--- config.mk ---
export PLATFORM = sky130hd
export DESIGN_NAME = apb_fabric
export DESIGN_NICKNAME = d
export VERILOG_FILES = /design/src/rtl/apb_fabric.sv
export SDC_FILE = /design/constraint.sdc
export NUM_CORES = 1
export LEC_CHECK = 0
export ABC_AREA = 1
export ABC_CLOCK_PERIOD_IN_PS = 1550
export CAP_MARGIN = 20
export CORE_ASPECT_RATIO = 1.4
export CORE_MARGIN = 2
export CORE_UTILIZATION = 30
export CTS_BUF_LIST = sky130_fd_sc_hd__clkbuf_8
export DETAILED_ROUTE_END_ITERATION = 12
export PLACE_DENSITY = 0.7
export SYNTH_ARGS = -nofsm -noshare
export SYNTH_HDL_FRONTEND = slang
export SYNTH_SLANG_ARGS = --single-unit
--- constraint.sdc ---
create_clock -name clk -period 1.55 [get_ports clk]
set_input_delay 0.465 -clock clk [delete_from_list [all_inputs] [get_ports clk]]
set_output_delay 0.465 -clock clk [all_outputs]
set_load 0.005 [all_outputs]
--- src/rtl/apb_fabric.sv ---
// apb_fabric: registered, address-decoded APB interconnect, one requester to NUM_SLAVES completers.
// Optional ACCESS timeout enabled by defining APB_FABRIC_TIMEOUT_EN.
module apb_fabric #(
  parameter int ADDR_WIDTH     = 32,
  parameter int DATA_WIDTH     = 32,
  parameter int NUM_SLAVES     = 2,
  parameter int SEL_LSB        = 28,
  parameter int TIMEOUT_CYCLES = 255
) (
  input  logic                           clk,
  input  logic                           rts,
  input  logic [ADDR_WIDTH-1:0]          m_paddr,
  input  logic [DATA_WIDTH-1:0]          m_pwdata,
  output logic [DATA_WIDTH-1:0]          m_prdata,
  input  logic                           m_psel,
  input  logic                           m_penable,
  input  logic                           m_pwrite,
  input  logic [DATA_WIDTH/8-1:0]        m_pstb,
  output logic                           m_pready,
  output logic                           m_perr,
  output logic [ADDR_WIDTH-1:0]          s_paddr,
  output logic [DATA_WIDTH-1:0]          s_pwdata,
  output logic                           s_pwrite,
  output logic [DATA_WIDTH/8-1:0]        s_pstb,
  output logic [NUM_SLAVES-1:0]          s_psel,
  output logic [NUM_SLAVES-1:0]          s_penable,
  input  logic [NUM_SLAVES*DATA_WIDTH-1:0] s_prdata,
  input  logic [NUM_SLAVES-1:0]          s_pready,
  input  logic [NUM_SLAVES-1:0]          s_perr
);

  localparam int IDXW = (NUM_SLAVES > 1) ? $clog2(NUM_SLAVES) : 1;
  localparam int SW   = DATA_WIDTH / 8;
  localparam logic [IDXW:0] NSL = (IDXW+1)'(NUM_SLAVES);

  // Elaboration-time parameter sanity checks
  if (NUM_SLAVES < 1 || NUM_SLAVES > 16) begin : g_bad_ns
    $error("apb_fabric: NUM_SLAVES out of range 1..16");
  end
  if (TIMEOUT_CYCLES < 1 || TIMEOUT_CYCLES > 65535) begin : g_bad_to
    $error("apb_fabric: TIMEOUT_CYCLES out of range 1..65535");
  end
  if (SEL_LSB + IDXW > ADDR_WIDTH) begin : g_bad_sel
    $error("apb_fabric: slave index field exceeds address width");
  end

  typedef enum logic [2:0] {
    ST_IDLE,
    ST_SETUP,
    ST_ACCESS,
    ST_RESP,
    ST_DECERR
  } state_e;

  state_e                  state_q;
  logic [IDXW-1:0]         idx_q;
  logic                    abort_q;
  logic [ADDR_WIDTH-1:0]   s_paddr_q;
  logic [DATA_WIDTH-1:0]   s_pwdata_q;
  logic                    s_pwrite_q;
  logic [SW-1:0]           s_pstb_q;
  logic [NUM_SLAVES-1:0]   s_psel_q;
  logic [NUM_SLAVES-1:0]   s_penable_q;
  logic [DATA_WIDTH-1:0]   m_prdata_q;
  logic                    m_pready_q;
  logic                    m_perr_q;

`ifdef APB_FABRIC_TIMEOUT_EN
  localparam logic [15:0] TO_LIM = 16'(TIMEOUT_CYCLES - 1);
  logic [15:0]             cnt_q;
`endif

  logic [IDXW-1:0]         m_idx;
  logic                    m_hit;
  logic [NUM_SLAVES-1:0]   m_dec;
  logic                    sel_rdy;
  logic                    sel_err;
  logic [DATA_WIDTH-1:0]   sel_rdata;
  logic                    req_gone;

  assign m_idx    = m_paddr[SEL_LSB +: IDXW];
  assign m_hit    = {1'b0, m_idx} < NSL;
  assign req_gone = abort_q | ~m_psel;

  // One-hot select pattern for the incoming request's slave index
  always_comb begin
    m_dec = '0;
    for (int i = 0; i < NUM_SLAVES; i++) begin
      m_dec[i] = (m_idx == IDXW'(i));
    end
  end

  // Pick ready/error/read data of the selected slave only
  always_comb begin
    sel_rdy   = 1'b0;
    sel_err   = 1'b0;
    sel_rdata = '0;
    for (int i = 0; i < NUM_SLAVES; i++) begin
      if (idx_q == IDXW'(i)) begin
        sel_rdy   = s_pready[i];
        sel_err   = s_perr[i];
        sel_rdata = s_prdata[i*DATA_WIDTH +: DATA_WIDTH];
      end
    end
  end

  // Transfer FSM with registered broadcast and response outputs
  always_ff @(posedge clk or negedge rts) begin
    if (!rts) begin
      state_q     <= ST_IDLE;
      idx_q       <= '0;
      abort_q     <= 1'b0;
      s_paddr_q   <= '0;
      s_pwdata_q  <= '0;
      s_pwrite_q  <= 1'b0;
      s_pstb_q    <= '0;
      s_psel_q    <= '0;
      s_penable_q <= '0;
      m_prdata_q  <= '0;
      m_pready_q  <= 1'b0;
      m_perr_q    <= 1'b0;
`ifdef APB_FABRIC_TIMEOUT_EN
      cnt_q       <= '0;
`endif
    end else begin
      case (state_q)
        ST_IDLE: begin
          m_pready_q <= 1'b0;
          if (m_psel && !m_penable) begin
            s_paddr_q  <= m_paddr;
            s_pwdata_q <= m_pwdata;
            s_pwrite_q <= m_pwrite;
            s_pstb_q   <= m_pstb;
            idx_q      <= m_idx;
            abort_q    <= 1'b0;
            if (m_hit) begin
              s_psel_q <= m_dec;
              state_q  <= ST_SETUP;
            end else begin
              state_q  <= ST_DECERR;
            end
          end
        end

        ST_SETUP: begin
          s_penable_q <= s_psel_q;
          if (!m_psel) abort_q <= 1'b1;
`ifdef APB_FABRIC_TIMEOUT_EN
          cnt_q       <= '0;
`endif
          state_q     <= ST_ACCESS;
        end

        ST_ACCESS: begin
          if (!m_psel) abort_q <= 1'b1;
          if (sel_rdy) begin
            s_psel_q    <= '0;
            s_penable_q <= '0;
            if (req_gone) begin
              state_q <= ST_IDLE;
            end else begin
              m_prdata_q <= s_pwrite_q ? '0 : sel_rdata;
              m_perr_q   <= sel_err;
              m_pready_q <= 1'b1;
              state_q    <= ST_RESP;
            end
          end
`ifdef APB_FABRIC_TIMEOUT_EN
          else if (cnt_q == TO_LIM) begin
            s_psel_q    <= '0;
            s_penable_q <= '0;
            if (req_gone) begin
              state_q <= ST_IDLE;
            end else begin
              m_prdata_q <= '0;
              m_perr_q   <= 1'b1;
              m_pready_q <= 1'b1;
              state_q    <= ST_RESP;
            end
          end else begin
            cnt_q <= cnt_q + 16'd1;
          end
`endif
        end

        ST_RESP: begin
          m_pready_q <= 1'b0;
          state_q    <= ST_IDLE;
        end

        ST_DECERR: begin
          if (req_gone) begin
            state_q <= ST_IDLE;
          end else begin
            m_prdata_q <= '0;
            m_perr_q   <= 1'b1;
            m_pready_q <= 1'b1;
            state_q    <= ST_RESP;
          end
        end

        default: begin
          s_psel_q    <= '0;
          s_penable_q <= '0;
          m_pready_q  <= 1'b0;
          state_q     <= ST_IDLE;
        end
      endcase
    end
  end

  assign s_paddr   = s_paddr_q;
  assign s_pwdata  = s_pwdata_q;
  assign s_pwrite  = s_pwrite_q;
  assign s_pstb    = s_pstb_q;
  assign s_psel    = s_psel_q;
  assign s_penable = s_penable_q;
  assign m_prdata  = m_prdata_q;
  assign m_pready  = m_pready_q;
  assign m_perr    = m_perr_q;

endmodule

==> run summary <==
status = completed
H-tree depth = 3
CTS tree = built
P per Cell Area = 1670 mW/mm^2
Clock Path Buffers = 2
Core Util, Final = 0.520
DR top layer = met4
Hold Slack = 472 ps
Startpoint Class = primary input
most frequent cell after synthesis = nand2_1
fill count = 1556
CP peak stage delay = 530 ps
Post-synth EDFFs = 0
VDD IR max = 0.655 mV
largest net degree at the start of global routing = 67
Net Count, Synth = 764
unique cell type count in the Yosys netlist = 23
GR Overflow Total = 0
die area = 0.0180 sq mm
skew final = 12.0 ps
cts bufs inserted = 9
Synth top cells by count = nand2_1 (157), dfrtp_1 (110), inv_1 (81), o21ai_0 (76), nor2_1 (69)
first-pass GRT wire length = 22100 microns
share of layout cells above drive strength 1 = 0.193
Clk pwr share = 0.127
RSZ-0062 raised after global routing = yes
crit-path cells = clkdlybuf4s50_1 > nand2_2 > nor2_4 > nand2_8 > clkbuf_16 > nand2_2 > o21ai_2
Yosys reg bits = 110
Avg Cell Area, Syn = 8.25 sq um
# IOs = 248
max-slew violation count = 0
post-DP HPWL = 10500 microns
post-layout instance area = 0.00867 sq mm
slew margin rel. = 0.750
Worst Tran Pin Value = 375 ps
RR Endpoint = m_prdata[22]$_DFFE_PN0P_
WS Path Type = primary input to register
worst path required time = 1810 ps
clock-pin slew on the worst setup and hold paths = 110 ps
vias per cell = 4.35
reg2reg start = state_q[0]$_DFFE_PN0P_
All-Layer GR Usage = 0.156
Routed wire per std cell = 13.9 microns
nature of the critical path endpoint = register
most area-hungry cell type in the Yosys netlist = dfrtp_1
vias in the first global route = 4479
DR WL met2 = 7550 microns
drt pass-1 iters = 6
fmax = 0.657 GHz
cell leakage power = 4.29 nW
Die Ht = 158 microns
Initial DRC Count = 207
Post-DRT Antenna Nets = 0
Rows = 56
combinational share of power = 0.524
Worst EP arrival = 1790 ps
Worst Path Max Fanout = 7
clk_lat worst skew = 370 ps
Die X-Extent = 114 microns
worst min-delay path category = primary input to asynchronous set/reset pin
Initial Utilization = 0.305
most used cell, CP = nand2_2
most used flip-flop cell after synthesis = dfrtp_1
Reg power frac = 0.349
Vias = 4866
M1 WL = 6190 microns
sw power = 5.28 mW
cell area after synthesis = 0.00509 sq mm
IO buf count = 247
core area = 0.0167 sq mm
Area after DPL = 0.00789 sq mm
Clock Root Buffer = clkbuf_8
nets = 1057
Synth-to-Final Area Change = 70.3%
DRC viols = 0
Final Hold Viols = 0
routed wl met3 = 1440 microns
CP Buf/Inv Count = 2
Post-Syn Instances = 617
Net Sw Frac = 0.364
Final period util = 0.982
share of the synthesized area in the top cell type = 0.541
number of diodes = 0
Reg2Reg Setup Slack = 40 ps
initial antenna violation count = 0
final WL = 15500 microns
gpl congestion = 0.846
clock sink count = 110
final setup fails = 0
Internal = 9.22 mW
Max-cap violations = 0
Synth area leaders = dfrtp_1 (54%), nand2_1 (12%), o21ai_0 (7.5%)
Tmin final = 1520 ps
R2R cell count = 8
ys async rst share = 1.00
Ys Warns = 0
Crit path max-delay family = buffers and inverters
CP max-delay cell = clkdlybuf4s50_1
sequential share of the synthesized area = 0.541
==> flip-flops by register name (all words and copies together) (netlist names), 2 cells and up <==
name	cells
s_pwdata	32
state_q	2
s_penable	2
m_prdata	32
s_pstb	4
s_paddr	32
s_psel	2
==> layout make-up <==
class                           instances  area [sq um]  share of cell area
Clock buffer                            9           124              0.0143
Clock inverter                          7          81.3             0.00938
Tap cell                              203           254              0.0293
Multi-Input combinational cell        392          1970               0.227
Inverter                               82           315              0.0364
Sequential cell                       110          2760               0.318
Timing Repair Buffer                  315          3180               0.366
==> worst register-to-register path, cell delays in order, from the launching register on <==
cell and delay, ps:
dfrtp_1 410, inv_2 90, ha_1 190, inv_1 80, nor2_4 210, nand2_8 130
clkbuf_16 200, nand2_2 60, o21ai_2 40
==> cell usage in the layout (no fill, tap or decap), drive strengths merged <==
| master | n |
|---|---|
| a21oi | 2 |
| buf | 64 |
| bufinv | 1 |
| clkbuf | 17 |
| clkdlybuf4s15 | 95 |
| clkdlybuf4s50 | 139 |
| clkinv | 1 |
| clkinvlp | 1 |
| dfrtp | 110 |
| dlygate4sd2 | 8 |
| dlygate4sd3 | 1 |
| ha | 6 |
| inv | 86 |
| nand2 | 167 |
| nand3 | 7 |
| nand4 | 1 |
| nor2 | 69 |
| o211ai | 1 |
| o21ai | 106 |
| or2 | 33 |
==> repair_timing <==
item                                    CTS  global route
endpoints found under the setup margin  107           166
setup buffers                            20            20
hold endpoints to repair                  6             0
pin swaps                                 0             3
cloned                                    0             8
resized for setup                       123           140
hold buffers                              1             0
==> power by group through the flow <==
stage                     sequential, mW  clock [mW]  combinational, mW
after detailed placement            5.09           0               7.18
after global routing                5.23        2.06               8.40
after floorplan                     5.17           0               2.89
after CTS                           4.99        1.94               6.67
final                               5.06        1.84               7.60
after global placement              5.09           0               7.07
==> stage by stage <==
stage               power, mW  cells  setup TNS [ps]  setup WS (ps)
global placement         12.2   1053          -20480           -251
CTS                      13.6   1090           -1270          -72.6
global route             15.7   1118           -92.2          -19.5
finish                   14.5   1118               0           28.4
floorplan                8.07    617               0           73.9
detailed placement       12.3   1053          -23240           -288
==> worst max path at each step <==
stage | slack, ps | from | end | cells after the start
floorplan | 70 | state_q[0]$_DFFE_PN0P_ | s_paddr[27]$_DFFE_PN0P_ | 7
global placement | -250 | m_psel | m_prdata[23]$_DFFE_PN0P_ | 7
detailed placement | -290 | m_psel | m_prdata[11]$_DFFE_PN0P_ | 7
CTS | -70 | s_paddr[28]$_DFFE_PN0P_ | m_prdata[11]$_DFFE_PN0P_ | 9
global route | -20 | state_q[0]$_DFFE_PN0P_ | m_prdata[16]$_DFFE_PN0P_ | 7
finish | 30 | m_psel | m_prdata[22]$_DFFE_PN0P_ | 7
==> per-layer routing <==
| layer | vias to the layer above | track usage |
|---|---|---|
| li1 | 2452 | - |
| met5 | - | 0 |
| met3 | 20 | 0.0620 |
| met1 | 2200 | 0.181 |
| met4 | 0 | 0.0377 |
| met2 | 194 | 0.268 |
==> cells by family (layout without fill, tap and decap cells) <==
logic type | count (synthesis) | in the layout | synth area share
AO/OA/AOI/OAI | 109 | 109 | 0.117
AND/OR/NAND/NOR | 276 | 277 | 0.230
flip-flops | 110 | 110 | 0.541
adder cells (fa/ha/maj) | 6 | 6 | 0.0147
buffers and inverters | 116 | 413 | 0.0978
(Power assumes the default switching activity.)
